**config.mk**
```make
export PLATFORM = sky130hd
export DESIGN_NAME = mips_prog_loader_flat
export DESIGN_NICKNAME = d
export VERILOG_FILES = /design/src/rtl/mips_prog_loader_if.sv /design/src/rtl/mips_prog_loader.sv /design/src/flat_wrapper.sv
export SDC_FILE = /design/constraint.sdc
export NUM_CORES = 1
export LEC_CHECK = 0
export CAP_MARGIN = 40
export CORE_MARGIN = 4
export CORE_UTILIZATION = 40
export CTS_CLUSTER_SIZE = 20
export DETAILED_ROUTE_END_ITERATION = 10
export GPL_TIMING_DRIVEN = 1
export SETUP_SLACK_MARGIN = 0.2
export SLEW_MARGIN = 10
export SYNTH_ARGS = -nofsm -noshare
export SYNTH_HDL_FRONTEND = slang
export SYNTH_SLANG_ARGS = --single-unit
```
**constraint.sdc**
```tcl
create_clock -name clk1 -period 2.62 [get_ports clk1]
set_input_delay 0.786 -clock clk1 [delete_from_list [all_inputs] [get_ports clk1]]
set_output_delay 0.786 -clock clk1 [all_outputs]
set_load 0.01 [all_outputs]
```
**src/rtl/mips_prog_loader_if.sv**
```systemverilog
// Byte-stream input and memory write port of the program loader.
//   s_valid/s_data/s_ready : byte stream, one transfer per clk1 edge when valid && ready
//   mem_we/mem_addr/mem_wdata : single-word memory write port
// slave  = loader side, master = host/memory side.
interface mips_prog_loader_if #(
  parameter int unsigned ADDR_W = 10
);
  logic              s_valid;
  logic [7:0]        s_data;
  logic              s_ready;
  logic              mem_we;
  logic [ADDR_W-1:0] mem_addr;
  logic [31:0]       mem_wdata;

  modport master (
    output s_valid, s_data,
    input  s_ready, mem_we, mem_addr, mem_wdata
  );

  modport slave (
    input  s_valid, s_data,
    output s_ready, mem_we, mem_addr, mem_wdata
  );
endinterface

```
**src/rtl/mips_prog_loader.sv**
```systemverilog
// Framed byte-stream program loader for the MIPS32 core.
// Frame: A5, ADDR_H, ADDR_L, CNT_H, CNT_L, 4*N data bytes (big-endian words), CHK.
// CHK is the XOR of every byte between sync and CHK. Holds the core halted while
// loading; after a verified frame releases it with cpu_pc = start address.
// Ports:
//   clk1, rst_n : clock, async active-low reset
//   bus         : byte stream in, memory write port out (slave modport)
//   cpu_halt    : 1 = core halted
//   cpu_pc      : start PC, valid while cpu_halt = 0
//   load_ok     : one-cycle pulse on a verified frame
//   load_err    : sticky checksum error, cleared by the next sync byte
module mips_prog_loader #(
  parameter int unsigned ADDR_W = 10
) (
  input  logic              clk1,
  input  logic              rst_n,
  mips_prog_loader_if.slave bus,
  output logic              cpu_halt,
  output logic [ADDR_W-1:0] cpu_pc,
  output logic              load_ok,
  output logic              load_err
);

  localparam int unsigned CNT_W  = 16;
  localparam logic [7:0]  SYNC_B = 8'hA5;

  typedef enum logic [2:0] {
    S_IDLE, S_ADDR_H, S_ADDR_L, S_CNT_H, S_CNT_L, S_DATA, S_CHK, S_DONE
  } state_t;

  state_t            state;
  logic [7:0]        addr_h;
  logic [ADDR_W-1:0] start_addr;
  logic [ADDR_W-1:0] word_addr;
  logic [CNT_W-1:0]  words_left;
  logic [1:0]        byte_cnt;
  logic [23:0]       asm_q;     // first three bytes of the word being assembled
  logic [7:0]        chk;
  logic              xfer;
  logic [CNT_W-1:0]  cnt_next;

  assign xfer     = bus.s_valid && bus.s_ready;
  assign cnt_next = {words_left[CNT_W-1:8], bus.s_data};

  // Frame parser, word assembly and all registered outputs
  always_ff @(posedge clk1 or negedge rst_n) begin
    if (!rst_n) begin
      state         <= S_IDLE;
      bus.s_ready   <= 1'b1;
      bus.mem_we    <= 1'b0;
      bus.mem_addr  <= '0;
      bus.mem_wdata <= '0;
      cpu_halt      <= 1'b1;
      cpu_pc        <= '0;
      load_ok       <= 1'b0;
      load_err      <= 1'b0;
      addr_h        <= '0;
      start_addr    <= '0;
      word_addr     <= '0;
      words_left    <= '0;
      byte_cnt      <= '0;
      asm_q         <= '0;
      chk           <= '0;
    end else begin
      bus.mem_we <= 1'b0;
      load_ok    <= 1'b0;
      case (state)
        S_IDLE: begin
          if (xfer && bus.s_data == SYNC_B) begin
            state    <= S_ADDR_H;
            load_err <= 1'b0;
            cpu_halt <= 1'b1;
            chk      <= '0;
          end
        end
        S_ADDR_H: begin
          if (xfer) begin
            addr_h <= bus.s_data;
            chk    <= chk ^ bus.s_data;
            state  <= S_ADDR_L;
          end
        end
        S_ADDR_L: begin
          if (xfer) begin
            start_addr <= ADDR_W'({addr_h, bus.s_data});
            word_addr  <= ADDR_W'({addr_h, bus.s_data});
            chk        <= chk ^ bus.s_data;
            state      <= S_CNT_H;
          end
        end
        S_CNT_H: begin
          if (xfer) begin
            words_left <= {bus.s_data, 8'h00};
            chk        <= chk ^ bus.s_data;
            state      <= S_CNT_L;
          end
        end
        S_CNT_L: begin
          if (xfer) begin
            words_left <= cnt_next;
            byte_cnt   <= '0;
            chk        <= chk ^ bus.s_data;
            state      <= (cnt_next != '0) ? S_DATA : S_CHK;
          end
        end
        S_DATA: begin
          // Sync byte value is ordinary data here
          if (xfer) begin
            asm_q    <= {asm_q[15:0], bus.s_data};
            byte_cnt <= byte_cnt + 2'd1;
            chk      <= chk ^ bus.s_data;
            if (byte_cnt == 2'd3) begin
              bus.mem_we    <= 1'b1;
              bus.mem_addr  <= word_addr;
              bus.mem_wdata <= {asm_q, bus.s_data};
              word_addr     <= word_addr + ADDR_W'(1);  // wraps modulo 2^ADDR_W
              words_left    <= words_left - CNT_W'(1);
              if (words_left == CNT_W'(1)) state <= S_CHK;
            end
          end
        end
        S_CHK: begin
          if (xfer) begin
            if (bus.s_data == chk) begin
              state       <= S_DONE;
              bus.s_ready <= 1'b0;
              load_ok     <= 1'b1;
              cpu_halt    <= 1'b0;
              cpu_pc      <= start_addr;
            end else begin
              state    <= S_IDLE;
              load_err <= 1'b1;
            end
          end
        end
        S_DONE: begin
          state       <= S_IDLE;
          bus.s_ready <= 1'b1;
        end
        default: begin
          state       <= S_IDLE;
          bus.s_ready <= 1'b1;
        end
      endcase
    end
  end

endmodule

```
**src/flat_wrapper.sv**
```systemverilog
// flat-port wrapper written by rule: the top's interface ports become plain ports
module mips_prog_loader_flat 
#(
  parameter int unsigned ADDR_W = 10
)
  (clk1, rst_n, cpu_halt, cpu_pc, load_ok, load_err, bus_s_valid, bus_s_data, bus_s_ready, bus_mem_we, bus_mem_addr, bus_mem_wdata);
  mips_prog_loader_if #(.ADDR_W(ADDR_W)) bus_i ();
  input  logic clk1;
  input  logic rst_n;
  output logic cpu_halt;
  output logic [ADDR_W-1:0] cpu_pc;
  output logic load_ok;
  output logic load_err;
  input wire logic [$bits(bus_i.s_valid)-1:0] bus_s_valid;
  input wire logic [$bits(bus_i.s_data)-1:0] bus_s_data;
  output wire logic [$bits(bus_i.s_ready)-1:0] bus_s_ready;
  output wire logic [$bits(bus_i.mem_we)-1:0] bus_mem_we;
  output wire logic [$bits(bus_i.mem_addr)-1:0] bus_mem_addr;
  output wire logic [$bits(bus_i.mem_wdata)-1:0] bus_mem_wdata;
  assign bus_i.s_valid = bus_s_valid;
  assign bus_i.s_data = bus_s_data;
  assign bus_s_ready = bus_i.s_ready;
  assign bus_mem_we = bus_i.mem_we;
  assign bus_mem_addr = bus_i.mem_addr;
  assign bus_mem_wdata = bus_i.mem_wdata;
  mips_prog_loader #(.ADDR_W(ADDR_W)) u_core (.clk1(clk1), .rst_n(rst_n), .bus(bus_i), .cpu_halt(cpu_halt), .cpu_pc(cpu_pc), .load_ok(load_ok), .load_err(load_err));
endmodule
```
==> flow_summary.toml <==
[pwr]
vdd_drop_max_mv = 0.520
report.power.total_mw = 8.62
leakage_nw = 3.40
pwr_density_cell_nw_per_um2 = 1130

[detailed_routing]
drt.antenna.violating_nets = 0
num_vias = 4386
drc_errors = 0
m1WireLength_mm = 6.21
drtIter0Drc = 275
routed.top_layer = "met4"
wl_met2_mm = 6.80
wirelength_mm = 14.1
first_pass_iters = 5
wire_per_inst_um = 17.5
dr_wl_met3_um = 866
vias_per_cell = 5.46

[layout]
fillers = 1285
multi_input_area_um2 = 2520
syn_to_final_growth_pct = 26.9
num_antenna_cells = 0
final_cell_mix = "130 x dfrtp_1, 70 x mux2_2, 66 x clkdlybuf4s50_1, 42 x o21ai_0"
mostFrequentLayoutCell = "dfrtp_1"
final_area_um2 = 7630
drive_above_1_share_pct = 24.7
instances_no_fill = 804
final_nets = 622
regArea_um2 = 3310

[flow_run]
maxCapViolCount = 0

[global_route]
grt_pass1_wl_mm = 23.5
first_global_vias = 4560
track_usage_pct = 17.8
antenna_found_initial = 0
grt_max_degree = 43
grt_overflow = 0

[sta]
setup_viol = 0
maxSlewHeadroom_pct = 63.7
hold-worst-slack_ps = 305
rsz0062_at_grt = "no"
tightest_slew_ps = 545
drv_slew = 0
fmax_ghz = 0.431
layout_min_cycle_time_ps = 2320
finClkSkew_ps = 10.1
hold_violations = 0
period_share_pct = 88.6
finalSetupTns_ps = 0

[worst_setup_path]
cp-start-kind = "input port"
path_class = "input port to flop"
critPathCaptureType = "flop"
cp.arrival_ps = 2640
critPathMaxFanout = 8
cp_data_required_time_ps = 2940

[cts]
cts_max_level = 4
path_clk_slew_ps = 60
cts_resized = 0
cts_tree = "yes"
cts_num_sinks = 132
cts_max_path_buffers = 2
holdBufCountCts = 0
worstSkewPairLatency_ps = 410
cts_made_buffers = 17
root_buffer = "clkbuf_16"
cts_setup_buffers = 0

[logic_synthesis]
netlist_area_um2 = 6010
syn-instance-count = 521
synth_cell_types = 58
syn_nets = 536
yosysWarnings = 0
syn_area_per_cell_um2 = 11.5
ys_seq_area_share_pct = 55.0
async_reset_ff_share_pct = 100
synth_flop_cell = "dfrtp_1"
synth_enable_flop_cells = 0
yosys_register_bits = 132

[place]
gp_congestion = 0.877
dp_cells = 772
placement.io_buffers = 67
dp_hpwl_mm = 9.60
placed_area_um2 = 7070

[die]
die_area_um2 = 17100
die_x_um = 131
die_h_um = 131
boundaryPins = 68
core_um2 = 14600
start_util_pct = 41.1
core.rowCount = 44

[worst_hold_path]
hp-class = "input port to asynchronous set/reset pin"

[run_status]
status = "finished, final reports clean"
## layer usage
layer,track usage [%],up-vias
met3,5.49,15
met2,27.9,113
li1,-,2052
met4,5.69,0
met5,0,-
met1,23.7,2206
## flip-flops by register name (all words and copies together) (netlist names)
register / cells
u_core.addr_h: 2
u_core.bus.mem_addr: 10
u_core.asm_q: 24
u_core.state: 3
u_core.cpu_halt: 1
u_core.load_ok: 1
u_core.cpu_pc: 10
u_core.words_left: 16
u_core.bus.mem_wdata: 32
u_core.bus.mem_we: 1
u_core.word_addr: 10
u_core.bus.s_ready: 1
u_core.chk: 8
u_core.load_err: 1
u_core.byte_cnt: 2
u_core.start_addr: 10
## worst max-delay path, stage by stage
cell and delay, ps:
clkdlybuf4s50_1 480, or4_4 580, o21ai_2 190, nand3_2 100, or2_1 340, o21ai_1 180
## synthesized netlist by cell type, types with 2 or more instances
master / n / share of area (%)
and3_1: 7 / 0.73
xnor2_1: 8 / 1.2
a21o_1: 3 / 0.37
nor2_4: 2 / 0.37
buf_2: 15 / 1.2
a2bb2oi_1: 6 / 0.87
or4_4: 2 / 0.37
inv_1: 8 / 0.50
nor2_1: 30 / 1.9
nand2b_1: 9 / 0.94
a32oi_1: 4 / 0.58
o211ai_1: 5 / 0.62
dfstp_2: 2 / 0.87
ha_1: 4 / 0.83
nor3_1: 7 / 0.58
nand2_1: 27 / 1.7
o21ai_0: 42 / 3.5
nand3_1: 11 / 0.92
o21ai_1: 14 / 1.2
a31oi_1: 5 / 0.52
a21oi_1: 20 / 1.7
or3_1: 5 / 0.52
dfrtp_1: 130 / 54
mux2_1: 17 / 3.2
clkbuf_1: 16 / 1.0
nor2b_1: 2 / 0.21
o31ai_1: 2 / 0.25
o22ai_1: 5 / 0.52
or2_2: 2 / 0.21
a22o_1: 2 / 0.29
a22oi_1: 5 / 0.62
a41oi_1: 2 / 0.29
o21a_1: 2 / 0.25
mux2_2: 70 / 13
nor4_1: 3 / 0.31
nand4_1: 5 / 0.52
## kinds of logic (layout without fill, tap and decap cells)
| logic type | Yosys count | count (layout) | synth area share [%] |
|---|---|---|---|
| AND/OR/NAND/NOR | 123 | 123 | 11.0 |
| AO/OA/AOI/OAI | 123 | 123 | 12.4 |
| adder cells (fa/ha/maj) | 4 | 4 | 0.832 |
| XOR/XNOR | 8 | 8 | 1.17 |
| buffers and inverters | 43 | 142 | 3.18 |
| multiplexers | 88 | 88 | 16.5 |
| flip-flops | 132 | 132 | 55.0 |
## final timing paths
kind	from	end	slack, ps	cells after the start
max reg2reg	u_core.state[2]	u_core.words_left[5]	630	6
min in group clk1	u_core.start_addr[7]	u_core.cpu_pc[7]	480	1
min reg2reg	u_core.start_addr[7]	u_core.cpu_pc[7]	480	1
max in group asynchronous	rst_n	u_core.bus.s_ready	1680	2
max	bus_s_data[6]	u_core.chk[4]	300	6
min	rst_n	u_core.words_left[13]	300	1
## power breakdown
group          leakage (nW)  switching (mW)  internal, mW
Clock                 0.273           0.876          1.36
Combinational          1.43            1.44          1.50
Sequential             1.70           0.632          2.82
## metrics by stage
stage               utilization (%)  setup WS, ps
floorplan                         -           376
CTS                            52.1           291
finish                         52.1           299
global route                   52.1           218
global placement               48.2         -44.3
detailed placement             48.2          -113
## cell type report
class / instances / area share (%)
clock inverter: 11 / 1.36
timing repair buffer: 101 / 12.8
inverter: 9 / 0.443
sequential: 132 / 43.3
tap: 184 / 3.02
clock buffer: 21 / 6.03
multi-input combinational: 346 / 33.0
(Power assumes the default switching activity.)
